### config.mk
export PLATFORM = sky130hd
export DESIGN_NAME = snn_phase_scheduler_flat
export DESIGN_NICKNAME = d
export VERILOG_FILES = /design/src/rtl/snn_phase_scheduler_if.sv /design/src/rtl/snn_phase_scheduler.sv /design/src/flat_wrapper.sv
export SDC_FILE = /design/constraint.sdc
export NUM_CORES = 1
export LEC_CHECK = 0
export ABC_CLOCK_PERIOD_IN_PS = 2200
export CAP_MARGIN = 10
export CORE_MARGIN = 10
export CORE_UTILIZATION = 50
export DETAILED_ROUTE_END_ITERATION = 12
export PLACE_DENSITY_LB_ADDON = 0.3
export SLEW_MARGIN = 20
export SYNTH_ARGS = -nofsm -noshare
export SYNTH_HDL_FRONTEND = slang
export SYNTH_SLANG_ARGS = --single-unit
export TNS_END_PERCENT = 50
### constraint.sdc
create_clock -name clk -period 2.2 [get_ports clk]
set_clock_uncertainty 0.15 [all_clocks]
set_input_delay 0.55 -clock clk [delete_from_list [all_inputs] [get_ports clk]]
set_output_delay 0.55 -clock clk [all_outputs]
set_load 0.1 [all_outputs]
### src/rtl/snn_phase_scheduler_if.sv
// rtl/snn_phase_scheduler_if.sv - control/status bundle between the phase scheduler and its environment
// master: the scheduler; slave: controller, conv/pool engines and arbiter as seen from outside.
interface snn_phase_scheduler_if #(
  parameter int TIMESTEP_BITS = 16
);
  logic                     start;
  logic                     abort;
  logic                     skip_pool;
  logic                     conv_start;
  logic                     conv_done;
  logic                     pool_start;
  logic                     pool_done;
  logic                     arb_active;
  logic                     arb_enable;
  logic                     conv_or_pool;
  logic                     busy;
  logic                     done;
  logic                     error;
  logic [TIMESTEP_BITS-1:0] timestep_count;

  modport master (
    input  start, abort, skip_pool, conv_done, pool_done, arb_active,
    output conv_start, pool_start, arb_enable, conv_or_pool, busy, done, error,
           timestep_count
  );

  modport slave (
    output start, abort, skip_pool, conv_done, pool_done, arb_active,
    input  conv_start, pool_start, arb_enable, conv_or_pool, busy, done, error,
           timestep_count
  );
endinterface

### src/rtl/snn_phase_scheduler.sv
// rtl/snn_phase_scheduler.sv - conv/pool timestep sequencer driving the feature-map BRAM arbiter
// Moore FSM; every output is registered from the next state so it is glitch-free at the arbiter.
module snn_phase_scheduler #(
  parameter int TIMESTEP_BITS  = 16,
  parameter int DRAIN_CYCLES   = 2,
  parameter int TIMEOUT_CYCLES = 65535
) (
  input  logic                  clk,
  input  logic                  rst,
  snn_phase_scheduler_if.master sched_io
);

  localparam int DRAIN_MAX = (DRAIN_CYCLES < 1) ? 1 : DRAIN_CYCLES;
  localparam int DRAIN_W   = $clog2(DRAIN_MAX + 1);
  localparam bit WD_EN     = (TIMEOUT_CYCLES != 0);
  localparam int WD_LAST   = WD_EN ? TIMEOUT_CYCLES - 1 : 0;
  localparam int WD_W      = (WD_LAST < 1) ? 1 : $clog2(WD_LAST + 1);

  typedef enum logic [3:0] {
    IDLE,
    C_START,
    C_RUN,
    C_DRAIN,
    SWITCH,
    P_START,
    P_RUN,
    P_DRAIN,
    FINISH
  } state_t;

  state_t                   state_q, state_d;
  logic                     skip_q, skip_d;
  logic                     error_q, error_d;
  logic [DRAIN_W-1:0]       drain_q, drain_d;
  logic [WD_W-1:0]          wd_q, wd_d;
  logic [TIMESTEP_BITS-1:0] count_q, count_d;

  logic arb_enable_q;
  logic conv_or_pool_q;
  logic conv_start_q;
  logic pool_start_q;
  logic busy_q;
  logic done_q;

  logic drain_met;
  logic drain_exit;
  logic wd_expired;

  // Drain must both age out and see the arbiter idle, so no grant is in flight at the switch.
  assign drain_met  = (drain_q >= DRAIN_W'(DRAIN_MAX));
  assign drain_exit = drain_met && !sched_io.arb_active;
  assign wd_expired = WD_EN && (wd_q == WD_W'(WD_LAST));

  always_comb begin
    state_d = state_q;
    skip_d  = skip_q;
    error_d = error_q;
    drain_d = drain_q;
    wd_d    = wd_q;
    count_d = count_q;

    if (state_q != IDLE && sched_io.abort) begin
      state_d = IDLE;
    end else begin
      case (state_q)
        IDLE: begin
          if (sched_io.start) begin
            state_d = C_START;
            skip_d  = sched_io.skip_pool;
            error_d = 1'b0;
          end
        end
        C_START: begin
          state_d = C_RUN;
          wd_d    = '0;
        end
        C_RUN: begin
          if (sched_io.conv_done) begin
            state_d = C_DRAIN;
            drain_d = DRAIN_W'(1);
          end else if (wd_expired) begin
            state_d = IDLE;
            error_d = 1'b1;
          end else begin
            wd_d = wd_q + WD_W'(1);
          end
        end
        C_DRAIN: begin
          if (drain_exit) begin
            state_d = skip_q ? FINISH : SWITCH;
          end else if (!drain_met) begin
            drain_d = drain_q + DRAIN_W'(1);
          end
        end
        SWITCH: begin
          state_d = P_START;
        end
        P_START: begin
          state_d = P_RUN;
          wd_d    = '0;
        end
        P_RUN: begin
          if (sched_io.pool_done) begin
            state_d = P_DRAIN;
            drain_d = DRAIN_W'(1);
          end else if (wd_expired) begin
            state_d = IDLE;
            error_d = 1'b1;
          end else begin
            wd_d = wd_q + WD_W'(1);
          end
        end
        P_DRAIN: begin
          if (drain_exit) begin
            state_d = FINISH;
          end else if (!drain_met) begin
            drain_d = drain_q + DRAIN_W'(1);
          end
        end
        FINISH: begin
          state_d = IDLE;
          count_d = count_q + TIMESTEP_BITS'(1);
        end
        default: begin
          state_d = IDLE;
        end
      endcase
    end
  end

  always_ff @(posedge clk or posedge rst) begin
    if (rst) begin
      state_q        <= IDLE;
      skip_q         <= 1'b0;
      error_q        <= 1'b0;
      drain_q        <= '0;
      wd_q           <= '0;
      count_q        <= '0;
      arb_enable_q   <= 1'b0;
      conv_or_pool_q <= 1'b1;
      conv_start_q   <= 1'b0;
      pool_start_q   <= 1'b0;
      busy_q         <= 1'b0;
      done_q         <= 1'b0;
    end else begin
      state_q        <= state_d;
      skip_q         <= skip_d;
      error_q        <= error_d;
      drain_q        <= drain_d;
      wd_q           <= wd_d;
      count_q        <= count_d;
      arb_enable_q   <= state_d inside {C_START, C_RUN, C_DRAIN, P_START, P_RUN, P_DRAIN};
      conv_or_pool_q <= !(state_d inside {SWITCH, P_START, P_RUN, P_DRAIN});
      conv_start_q   <= (state_d == C_START);
      pool_start_q   <= (state_d == P_START);
      busy_q         <= (state_d != IDLE);
      done_q         <= (state_d == FINISH);
    end
  end

  assign sched_io.arb_enable     = arb_enable_q;
  assign sched_io.conv_or_pool   = conv_or_pool_q;
  assign sched_io.conv_start     = conv_start_q;
  assign sched_io.pool_start     = pool_start_q;
  assign sched_io.busy           = busy_q;
  assign sched_io.done           = done_q;
  assign sched_io.error          = error_q;
  assign sched_io.timestep_count = count_q;

endmodule

### src/flat_wrapper.sv
// flat-port wrapper written by rule: the top's interface ports become plain ports
module snn_phase_scheduler_flat 
#(
  parameter int TIMESTEP_BITS  = 16,
  parameter int DRAIN_CYCLES   = 2,
  parameter int TIMEOUT_CYCLES = 65535
)
  (clk, rst, sched_io_start, sched_io_abort, sched_io_skip_pool, sched_io_conv_done, sched_io_pool_done, sched_io_arb_active, sched_io_conv_start, sched_io_pool_start, sched_io_arb_enable, sched_io_conv_or_pool, sched_io_busy, sched_io_done, sched_io_error, sched_io_timestep_count);
  snn_phase_scheduler_if #(.TIMESTEP_BITS(TIMESTEP_BITS)) sched_io_i ();
  input  logic clk;
  input  logic rst;
  input wire logic [$bits(sched_io_i.start)-1:0] sched_io_start;
  input wire logic [$bits(sched_io_i.abort)-1:0] sched_io_abort;
  input wire logic [$bits(sched_io_i.skip_pool)-1:0] sched_io_skip_pool;
  input wire logic [$bits(sched_io_i.conv_done)-1:0] sched_io_conv_done;
  input wire logic [$bits(sched_io_i.pool_done)-1:0] sched_io_pool_done;
  input wire logic [$bits(sched_io_i.arb_active)-1:0] sched_io_arb_active;
  output wire logic [$bits(sched_io_i.conv_start)-1:0] sched_io_conv_start;
  output wire logic [$bits(sched_io_i.pool_start)-1:0] sched_io_pool_start;
  output wire logic [$bits(sched_io_i.arb_enable)-1:0] sched_io_arb_enable;
  output wire logic [$bits(sched_io_i.conv_or_pool)-1:0] sched_io_conv_or_pool;
  output wire logic [$bits(sched_io_i.busy)-1:0] sched_io_busy;
  output wire logic [$bits(sched_io_i.done)-1:0] sched_io_done;
  output wire logic [$bits(sched_io_i.error)-1:0] sched_io_error;
  output wire logic [$bits(sched_io_i.timestep_count)-1:0] sched_io_timestep_count;
  assign sched_io_i.start = sched_io_start;
  assign sched_io_i.abort = sched_io_abort;
  assign sched_io_i.skip_pool = sched_io_skip_pool;
  assign sched_io_i.conv_done = sched_io_conv_done;
  assign sched_io_i.pool_done = sched_io_pool_done;
  assign sched_io_i.arb_active = sched_io_arb_active;
  assign sched_io_conv_start = sched_io_i.conv_start;
  assign sched_io_pool_start = sched_io_i.pool_start;
  assign sched_io_arb_enable = sched_io_i.arb_enable;
  assign sched_io_conv_or_pool = sched_io_i.conv_or_pool;
  assign sched_io_busy = sched_io_i.busy;
  assign sched_io_done = sched_io_i.done;
  assign sched_io_error = sched_io_i.error;
  assign sched_io_timestep_count = sched_io_i.timestep_count;
  snn_phase_scheduler #(.TIMESTEP_BITS(TIMESTEP_BITS), .DRAIN_CYCLES(DRAIN_CYCLES), .TIMEOUT_CYCLES(TIMEOUT_CYCLES)) u_core (.clk(clk), .rst(rst), .sched_io(sched_io_i));
endmodule
; Word-level counts from Yosys, hierarchy flattened
; Cells that the tools add are included.
[op_classes]
n_addsub = 3
n_lt_le_gt_ge = 1
n_eq_ne = 24
muxes = 23
n_bitwise = 1
n_reduce_logical = 19
[ops]
columns = op, count
row1 = two-way mux 16 bit, 3
row2 = case mux 16 bit (3 select lines), 1
row3 = adder 16 x 1 -> 16 bit (second input constant), 2
row4 = equality test 4 x 3 -> 1 bit (second input constant), 8
row5 = two-way mux 4 bit, 8
row6 = case mux 4 bit (8 select lines), 1
row7 = equality test 16 bit (second input constant), 1
row8 = equality test 4 x 2 -> 1 bit (second input constant), 4
row9 = inequality test 2 bit (second input constant), 7
row10 = nonzero test 4 bit, 3
row11 = nonzero test 3 bit, 3
row12 = equality test 4 x 1 -> 1 bit (second input constant), 2
row13 = equality test 4 bit (second input constant), 2
row14 = two-way mux 2 bit, 4
row15 = case mux 2 bit (3 select lines), 1
row16 = AND reduction 6 bit, 1
row17 = nonzero test 6 bit, 1
row18 = AND reduction 5 bit, 1
row19 = zero test 4 bit, 1
row20 = two-way mux 1 bit, 4
row21 = AND reduction 4 bit, 1
row22 = OR reduction 2 bit, 2
row23 = case mux 1 bit (3 select lines), 1
row24 = AND reduction 3 bit, 1
row25 = other kinds (6), 8
[totals]
regBits = 46
elab_cells = 83

; Longest topological paths before layout
; Gate-level depths: netlist of run 1.
[logic_depth]
word_depth = 8
ltp_mapped = 8
ltp_nobuf = 7

; Worst setup path after synthesis of run 1
; Ideal clock, no wire load.
[synth_path]
path_type = flip-flop to flip-flop
start = reg u_core.count_q[2], in the netlist u_core.sched_io.timestep_count[2]
end = reg u_core.count_q[15], in the netlist u_core.sched_io.timestep_count[15]
setup_time_ps = 161
arrival_time_ps = 2061
t_required_ps = 1889
path_slack_ps = -172
path_stages_with_launch = 6
path_buffers = 0
cell_sequence = dfrtp_1 -> inv_1 -> nor4_4 -> nand4_2 -> nor3_2 -> xor2_1
[synth_via]
elab_chain_cells = 1
[synth_rtl]
columns = item, line_no
row1 = from (decl), snn_phase_scheduler.sv:36  ; logic [TIMESTEP_BITS-1:0] count_q, count_d;
row2 = from (signal assigned), snn_phase_scheduler.sv:151  ; count_q <= count_d;
row3 = adder 16 x 1 -> 16 bit, snn_phase_scheduler.sv:122  ; count_d = count_q + TIMESTEP_BITS'(1);
; No other way between the ends.
; A chain may end at the register's enable or synchronous reset.

; Final worst setup path of run 1
[layout_path]
start = in sched_io_pool_done
end = reg u_core.wd_q[12]
[layout_via]
elab_chain_cells = 2
[layout_rtl]
columns = item, line_no
row1 = from (decl), flat_wrapper.sv:16  ; input wire logic [$bits(sched_io_i.pool_done)-1:0] sched_io_pool_done;
row2 = inequality test 2 bit (no line), --
row3 = AND reduction 4 bit (no line), --
row4 = to (signal assigned), snn_phase_scheduler.sv:150  ; wd_q <= wd_d;
row5 = to (decl), snn_phase_scheduler.sv:35  ; logic [WD_W-1:0] wd_q, wd_d;
; No other way between the ends.

==> results of run 1 <==
cell usage in the layout, fill, tap and decap left out, types with 4 or more instances in the layout:
master,instances
buf_12,19
xnor2_1,9
clkbuf_8,5
xor2_1,6
o31ai_1,5
nor2_1,18
nand4_1,12
nand2_1,25
inv_1,12
clkdlybuf4s50_1,5
dfrtp_1,42
nand3_1,11
nor3_1,4
and3_1,6
a21oi_1,14
ha_1,4
buf_4,31
o21ai_0,7
or4_1,4
or3_1,6
routing by layer:
metal	GRT usage	wire length (um)	vias to the layer above
met2	0.245	2910	42
met1	0.183	2500	989
met4	0.0679	99	0
met5	0	0	-
li1	-	-	994
met3	0.0460	287	9
critical path, delay by kind of cell:
family                 cells  cell delay (ns)
AO/OA/AOI/OAI              3             0.58
AND/OR/NAND/NOR            1             0.50
buffers and inverters      1             0.43
multiplexers               1             0.20
final timing paths:
| kind | from | to | slack, ns | cells past startpoint |
|---|---|---|---|---|
| max | sched_io_pool_done | u_core.wd_q[12] | 0.03 | 6 |
| max reg2reg | u_core.state_q[3] | u_core.wd_q[12] | 0.11 | 5 |
| max in group asynchronous | rst | u_core.sched_io.conv_or_pool | 0.99 | 3 |
| min reg2reg | u_core.skip_q | u_core.skip_q | 0.37 | 2 |
| min | rst | u_core.wd_q[4] | 0.37 | 2 |
| min in group clk | u_core.skip_q | u_core.skip_q | 0.37 | 2 |
state kept, by name (all words and copies together) (netlist names):
name                            count
u_core.sched_io.conv_or_pool        1
u_core.sched_io.timestep_count     16
u_core.sched_io.conv_start          1
u_core.sched_io.error               1
u_core.drain_q                      2
u_core.sched_io.pool_start          1
u_core.wd_q                        16
u_core.state_q                      4
u_core.sched_io.arb_enable          1
u_core.sched_io.done                1
u_core.sched_io.busy                1
u_core.skip_q                       1
report_power, final:
part | internal, mW | leakage [nW] | switching (mW)
Combinational | 0.405 | 0.847 | 0.646
Sequential | 0.954 | 0.611 | 0.114
Clock | 0.224 | 0.0441 | 0.308
Total | 1.58 | 1.50 | 1.07
cell families (layout without fill, tap and decap cells):
logic type,count (synthesis),after routing,synth area share
and+or+nand+nor,107,107,0.260
DFF,46,46,0.475
AOI/OAI and AO/OA,45,46,0.132
buffers and inverters,20,78,0.0361
xor gates and xnor gates,15,15,0.0542
muxes,5,5,0.0222
adders and majority gates,4,4,0.0206
stage by stage:
step / setup WS (ns) / cells / setup TNS, ns / area, um2
finish: 0.0259 / 368 / 0 / 3280
floorplan: 0.0163 / 242 / 0 / 2430
detailed placement: -0.437 / 357 / -8.64 / 3140
global placement: -0.374 / 357 / -7.14 / 3140
CTS: 0.00336 / 368 / 0 / 3250
global route: -0.0226 / 368 / -0.0247 / 3280
area by class of cell:
cell class                      instances  area (um2)
Timing Repair Buffer                   57         684
Inverter                               13        48.8
Sequential cell                        46        1160
Tap cell                               67        83.8
Multi-Input combinational cell        177        1220
Fill cell                             352        1440
Clock buffer                            5        68.8
Clock inverter                          3        21.3
repair_timing:
item,in CTS,in global routing
setup endpoints to repair,8,12
setup buffers,2,0
gates resized for setup,1,7
hold buffers,0,0
cloned,1,0
pin swaps,1,5
==> impl_metrics.yaml, run 1 <==
routing:
  drcViolationCount: 0
  vias: 2034
  drtPass1Iterations: 4
  postRouteAntennaNets: 0
  avgRoutedWirePerCell_um: 15.7
  routed_wl_um: 5790
  first_iter_violations: 138
  route.detailed.vias_per_inst: 5.53
pwr:
  power-per-cell-area_nw_per_um2: 808
  power.total_mw: 2.65
  power.ir.vdd_worst_mv: 0.771
  power.static_leakage_nw: 1.50
synth:
  portion_of_synthesized_cell_area_occupied_by_the_leading_cell_type: 0.464
  netlist_area_um2: 2420
  postSynthNetCount: 254
  avgSynthCellArea_um2: 10.0
  count_of_unique_library_cells_instantiated_by_yosys: 46
  postSynthCellCount: 242
  yosysMostFrequentCell: "dfrtp_1"
  post_synth_edffs: 0
  synth.top_cells.by_count: "dfrtp_1 (45), nand2_1 (25), nor2_1 (18)"
  ys_top_cells_by_area: "dfrtp_1 (46%), nand2_1 (3.9%), xnor2_1 (3.3%)"
  yosysWarnings: 0
  yosysTopAreaCell: "dfrtp_1"
  async_flop_share: 1.00
  synth-seq-area-share: 0.475
  ys_seq_elements: 46
  commonest_register_cell_after_synthesis: "dfrtp_1"
floorplan:
  chipHeight_um: 89.6
  floorplan.core_area_um2: 4720
  row_count: 25
  die_area_um2: 8040
  floorplan.initialDensity: 0.513
  io-pin-count: 31
  floorplan.die.width_um: 89.6
final_layout:
  antenna-diode-count: 0
  finalNetCount: 312
  utilization: 0.695
  drive_above_1_share: 0.296
  area.growth.synth_to_final_pct: 35.3
global_route:
  vias_in_the_first_global_route: 2022
  grt_max_degree: 34
  grt_antenna_before_repair: 0
  overall_fraction_of_global_route_tracks_in_use: 0.152
  global_route.overflow_total: 0
  global_route_wire_length_before_repair_um: 9540
sta:
  clock_period_minus_worst_slack_ns: 2.17
  max_slew_margin: 0.726
  report.final.slew_viol_count: 0
  worst-slew-pin-transition_ns: 0.410
  post-route-period-util: 0.988
  fmaxAchievable_mhz: 460
  finalHoldViolCount: 0
  setup_viol_count_final: 0
  fin_worst_hold_slack_ns: 0.366
  unrepaired_setup_endpoints_after_global_routing: "true"
place:
  place.port_buffers: 30
  gpl.final_weighted_congestion: 0.867
  dpl.hpwl_um: 4150
clocking:
  cts_buffers: 5
  clock-root-buffer: "clkbuf_8"
  clkSlewWorstSetupHoldPaths_ns: 0.09
  cts_tree: "yes"
  clk-insertion-delay-late_ns: 0.31
  clockBufferDepth: 2
  tritoncts_num_sinks: 46
  cts_max_level: 2
worst_setup_path:
  cp.arrival_ns: 2.26
  setup.worst_path.start_class: "input pin"
  cp_max_fo: 5
  worst-setup-path-type: "input pin to register"
  worstSetupEndpointType: "register"
  cp.required_ns: 2.29
  cpMaxStageDelayCell: "or4_1"
  critical_path.max_stage_delay_ns: 0.50
  critical_path.cell_chain: "clkdlybuf4s50_1, mux2i_1, a31oi_2, a21o_1, or4_1, a21oi_2"
min_path:
  hp-class: "input pin to asynchronous set/reset pin"
job:
  cap_viol_max_count: 0
run_status:
  outcome: "complete, no violations"
No activity file was read; power rests on OpenSTA's default activity.
==> run 2: changes to the inputs <==
- PLACE_DENSITY: not set -> 0.76
- PLACE_DENSITY_LB_ADDON: 0.3 -> not set
- SETUP_SLACK_MARGIN: not set -> 0.05
==> run 2 against run 1 <==
  * Sequential share of layout area is 1.2 points lower
  * Utilization is 2.5 points higher
  * Maximum frequency is 0.46% higher
  * Cell area is 3.6% higher
  * Global-route usage is 0.25 points higher
  * Critical path depth is 1 higher
  * Via count is 5.3% higher
  * Routed wire length is 7.9% higher
  * Flip-flop and latch count stayed put
  * Largest power group is now combinational logic
  * Setup slack better by 0.0099 ns
==> impl_metrics.yaml, run 2 (same netlist as run 1, synthesis figures left out) <==
final_layout:
  finalNetCount: 319
  antenna-diode-count: 0
  area.growth.synth_to_final_pct: 40.2
  drive_above_1_share: 0.351
  mostFrequentLayoutCell: "dfrtp_1"
  utilization: 0.720
  layout.cell_area.non_filler_um2: 3400
  most-common-layout-cells: "dfrtp_1 (41), buf_4 (36), nand2_1 (24)"
sta:
  report.final.slew_viol_count: 0
  fin_worst_hold_slack_ns: 0.381
  setup_viol_count_final: 0
  post-route-period-util: 0.984
  clock_period_minus_worst_slack_ns: 2.16
  worst-slew-pin-transition_ns: 0.391
  finalHoldViolCount: 0
  unrepaired_setup_endpoints_after_global_routing: "true"
  max_slew_margin: 0.739
  fmaxAchievable_mhz: 462
  finalWorstSetupSlack_ns: 0.0358
pwr:
  cellInternalPower_mw: 1.63
  pwr-share-seq: 0.394
  power.total_mw: 2.69
  power.static_leakage_nw: 1.59
  sw_power_mw: 1.06
  power.ir.vdd_worst_mv: 1.38
  clock_power_share: 0.183
  power-per-cell-area_nw_per_um2: 791
  power.switching_fraction: 0.395
  power.share.combinational: 0.423
worst_setup_path:
  worstRegToRegCells: 7
  setup.worst_path.start_class: "register"
  r2r_start: "u_core.state_q[1]"
  rrSetupSlack_ns: 0.04
  worstReg2RegEnd: "u_core.sched_io.timestep_count[4]"
  cp_max_fo: 5
  worstSetupEndpointType: "register"
  cp.required_ns: 2.23
  worst-setup-path-type: "register to register"
  cp.arrival_ns: 2.19
clocking:
  cts_hold_buf: 0
  clock-root-buffer: "clkbuf_8"
  cts_buffers: 5
  clk-insertion-delay-late_ns: 0.30
  clockBufferDepth: 2
  cts_tree: "yes"
  cts_max_level: 2
  tritoncts_num_sinks: 46
  clkSlewWorstSetupHoldPaths_ns: 0.09
global_route:
  grt_antenna_before_repair: 0
  overall_fraction_of_global_route_tracks_in_use: 0.155
  vias_in_the_first_global_route: 2143
  global_route_wire_length_before_repair_um: 9890
  grt_max_degree: 47
  global_route.overflow_total: 0
run_status:
  outcome: "complete, no violations"
floorplan:
  row_count: 25
  chipHeight_um: 89.6
  floorplan.core_area_um2: 4720
  io-pin-count: 31
  die_area_um2: 8040
  floorplan.die.width_um: 89.6
  floorplan.initialDensity: 0.513
routing:
  first_iter_violations: 128
  routed_wl_um: 6250
  route.detailed.vias_per_inst: 5.71
  drtPass1Iterations: 4
  vias: 2142
  avgRoutedWirePerCell_um: 16.7
  drcViolationCount: 0
  postRouteAntennaNets: 0
min_path:
  min_to: "u_core.sched_io.timestep_count[15]"
  hp-class: "register to register"
  min_delay_path_depth: 1
  hp-start: "u_core.sched_io.timestep_count[15]"
place:
  postPlaceCellArea_um2: 3140
  dpl.hpwl_um: 4020
  placement.setup.worst_slack_ns: -0.550
  gpl.final_weighted_congestion: 0.833
  place.port_buffers: 30
job:
  cap_viol_max_count: 0
[run 2: cell types whose count changed in the layout (fill, tap and decap cells not counted), sizes merged]
cell,change
clkinvlp,-1
buf,+7
clkdlybuf4s50,-1
clkbuf,+2
[run 2: worst max path at each step]
stage                                            from                                  to  depth (start not counted)
finish                              u_core.state_q[1]   u_core.sched_io.timestep_count[4]                          7
global route                        u_core.state_q[1]   u_core.sched_io.timestep_count[4]                          7
CTS                                sched_io_pool_done                      u_core.wd_q[6]                          7
detailed placement                     sched_io_abort                      u_core.wd_q[6]                          7
global placement                       sched_io_abort                      u_core.wd_q[6]                          7
floorplan           u_core.sched_io.timestep_count[7]  u_core.sched_io.timestep_count[14]                          5
[run 2: critical path, cell delays in order, from the launching register on]
cell and delay, ns:
dfrtp_2 0.45, buf_6 0.13, or3_4 0.41, nor4_4 0.38, buf_4 0.22, nand2_4 0.07
buf_6 0.13, xnor2_1 0.12
[run 2: timing repair]
item | CTS | global route
pin swaps | 3 | 9
endpoints found under the hold margin | 0 | 0
gates cloned | 1 | 0
setup buffers | 2 | 7
endpoints found under the setup margin | 15 | 27
gates resized for setup | 7 | 22
[run 2: per-stage QoR]
stage               TNS, ns  std cells
CTS                       0        368
global placement      -6.81        357
detailed placement    -8.74        357
floorplan                 0        242
global route         -0.176        375
finish                    0        375
[run 2: routing by layer]
metal / wire length [um] / share of wire / global-route usage
met5: 0 / 0 / 0
met4: 116 / 0.019 / 0.0520
met3: 323 / 0.052 / 0.0442
met2: 3340 / 0.53 / 0.260
met1: 2470 / 0.40 / 0.186
[run 2: final cells by class]
type | count | area, um2
repair buffers | 64 | 739
fillers | 321 | 1320
clock inverters | 2 | 10.0
well taps | 67 | 83.8
clock buffers | 6 | 72.6
flip-flops and latches | 46 | 1160
inverters | 13 | 48.8
multi-input cells | 177 | 1290
[run 2: power groups by stage]
| stage | logic (mW) | registers (mW) | clock network [mW] |
|---|---|---|---|
| 6_report | 1.14 | 1.06 | 0.492 |
| 3_5_place_dp | 0.989 | 1.07 | 0 |
| 3_3_place_gp | 0.967 | 1.06 | 0 |
| 4_1_cts | 1.03 | 1.06 | 0.503 |
| 5_1_grt | 1.23 | 1.07 | 0.542 |
| 2_1_floorplan | 0.498 | 1.27 | 0 |
==> run 3: changes to the inputs <==
- CORE_MARGIN: 10 -> 2
- CTS_CLUSTER_DIAMETER: not set -> 80
==> run 3 against run 2 <==
  * Sequential share of layout area rose by 0.99 points
  * Clock power rose by 51%
  * Clock-buffer cell count decreased by 1
  * Highest routed layer unchanged
  * Combinational power is 11% lower
  * Flip-flop and latch count did not move
  * Non-clock buffer count down 6
  * Die area fell by 33%
  * Utilization down 1.5 points
  * Hold slack worse by 0.0018 ns
  * Maximum frequency is 3.4% higher
  * First-iteration DRC count down 41%
  * Cell area is 2.7% lower
==> impl_metrics.yaml, run 3 (same netlist as run 1, synthesis figures left out) <==
clocking:
  cts_tree: "yes"
  clock-root-buffer: "clkbuf_8"
  cts_max_level: 2
  cts_buffers: 5
  clk-insertion-delay-late_ns: 0.29
  tritoncts_num_sinks: 46
  clkSlewWorstSetupHoldPaths_ns: 0.09
  cts_hold_buf: 0
  clockBufferDepth: 2
final_layout:
  drive_above_1_share: 0.302
  antenna-diode-count: 0
  mostFrequentLayoutCell: "dfrtp_1"
  finalNonFillerCells: 355
  regArea_um2: 1160
  layout.cell_area.non_filler_um2: 3310
  most-common-layout-cells: "dfrtp_1 (40), buf_4 (30), nand2_1 (25)"
  area.growth.synth_to_final_pct: 36.4
  utilization: 0.705
  finalNetCount: 312
  n_fill_cell: 361
  multi_input_comb_area_um2: 1200
sta:
  fin_worst_hold_slack_ns: 0.380
  setup_viol_count_final: 0
  finalHoldViolCount: 0
  final.setup.tns_ns: 0
  post-route-period-util: 0.952
  unrepaired_setup_endpoints_after_global_routing: "true"
  clock_period_minus_worst_slack_ns: 2.09
  max_slew_margin: 0.780
  report.final.slew_viol_count: 0
  worst-slew-pin-transition_ns: 0.329
  fmaxAchievable_mhz: 478
  finalWorstSetupSlack_ns: 0.107
floorplan:
  io-pin-count: 31
  die_area_um2: 5420
  floorplan.core_area_um2: 4690
  chipHeight_um: 73.6
  floorplan.initialDensity: 0.517
  floorplan.die.width_um: 73.6
  row_count: 25
worst_setup_path:
  cp_max_fo: 9
  rrSetupSlack_ns: 0.11
  cp.required_ns: 2.23
  worstSetupEndpointType: "register"
  setup.worst_path.start_class: "register"
  cp.arrival_ns: 2.13
  worst-setup-path-type: "register to register"
place:
  place.port_buffers: 30
  dp.cells: 347
  gpl.final_weighted_congestion: 0.832
  placement.setup.worst_slack_ns: -0.421
  postPlaceCellArea_um2: 3150
  dpl.hpwl_um: 3820
routing:
  postRouteAntennaNets: 0
  drcViolationCount: 0
  first_iter_violations: 75
  drtPass1Iterations: 4
  vias: 2025
  routed_wl_um: 5350
  avgRoutedWirePerCell_um: 15.1
  route.detailed.vias_per_inst: 5.70
pwr:
  power.total_mw: 2.83
  power-per-cell-area_nw_per_um2: 856
  power.static_leakage_nw: 1.52
  power.ir.vdd_worst_mv: 1.00
global_route:
  overall_fraction_of_global_route_tracks_in_use: 0.219
  global_route_wire_length_before_repair_um: 9310
  global_route.overflow_total: 0
  grt_max_degree: 47
  vias_in_the_first_global_route: 2034
  grt_antenna_before_repair: 0
min_path:
  hp-class: "register to register"
job:
  cap_viol_max_count: 0
run_status:
  outcome: "complete, no violations"
[run 3: cell types whose count changed in the layout (fill, tap and decap cells not counted), moves of 2 or more]
cell and delta:
o31ai_1 +2, dlygate4sd2_1 +2, nor3_1 +2, clkinv_2 -2, a21oi_1 +2, bufinv_16 +2
o31ai_2 -2, a21oi_2 -2, buf_4 -6
[run 3: worst paths after layout]
path | start | depth (start not counted) | endpoint
max | u_core.state_q[0] | 6 | u_core.wd_q[13]
min | u_core.sched_io.error | 2 | u_core.sched_io.error
max reg2reg | u_core.state_q[0] | 6 | u_core.wd_q[13]
min reg2reg | u_core.sched_io.error | 2 | u_core.sched_io.error
max in group asynchronous | rst | 3 | u_core.sched_io.conv_or_pool
min in group asynchronous | rst | 3 | u_core.wd_q[8]
[run 3: critical path: stages (launching register included)]
cell and delay [ns]:
dfrtp_2 0.42, inv_1 0.10, or3_4 0.40, a2111oi_4 0.36, buf_4 0.22, a31oi_1 0.11
a41o_1 0.23
[run 3: where the power goes]
part,leakage (nW),internal [mW],switching (mW)
Combinational,0.844,0.389,0.622
Clock,0.0683,0.455,0.290
Sequential,0.608,0.956,0.120
Total,1.52,1.80,1.03
[run 3: final cells by class]
| type | instances | share of cell area |
|---|---|---|
| clock buffers | 5 | 0.0208 |
| clock inverters | 3 | 0.0208 |
| inverters | 13 | 0.0148 |
| multi-input cells | 176 | 0.363 |
| flip-flops and latches | 46 | 0.350 |
| well taps | 54 | 0.0204 |
| repair buffers | 58 | 0.210 |
[run 3: metal layers]
| metal | vias to the layer above | share of wire | routed length, um | global-route usage |
|---|---|---|---|---|
| li1 | 989 | - | - | - |
| met1 | 997 | 0.43 | 2320 | 0.291 |
| met2 | 35 | 0.53 | 2830 | 0.366 |
| met3 | 4 | 0.028 | 147 | 0.0439 |
| met4 | 0 | 0.0082 | 44 | 0.0586 |
| met5 | - | 0 | 0 | 0 |
[run 3: what timing repair did]
action                                  CTS  global route
resized for setup                         6             6
buffers inserted                          0             0
gates cloned                              0             0
endpoints found under the setup margin   15            19
pin swaps                                 6             1
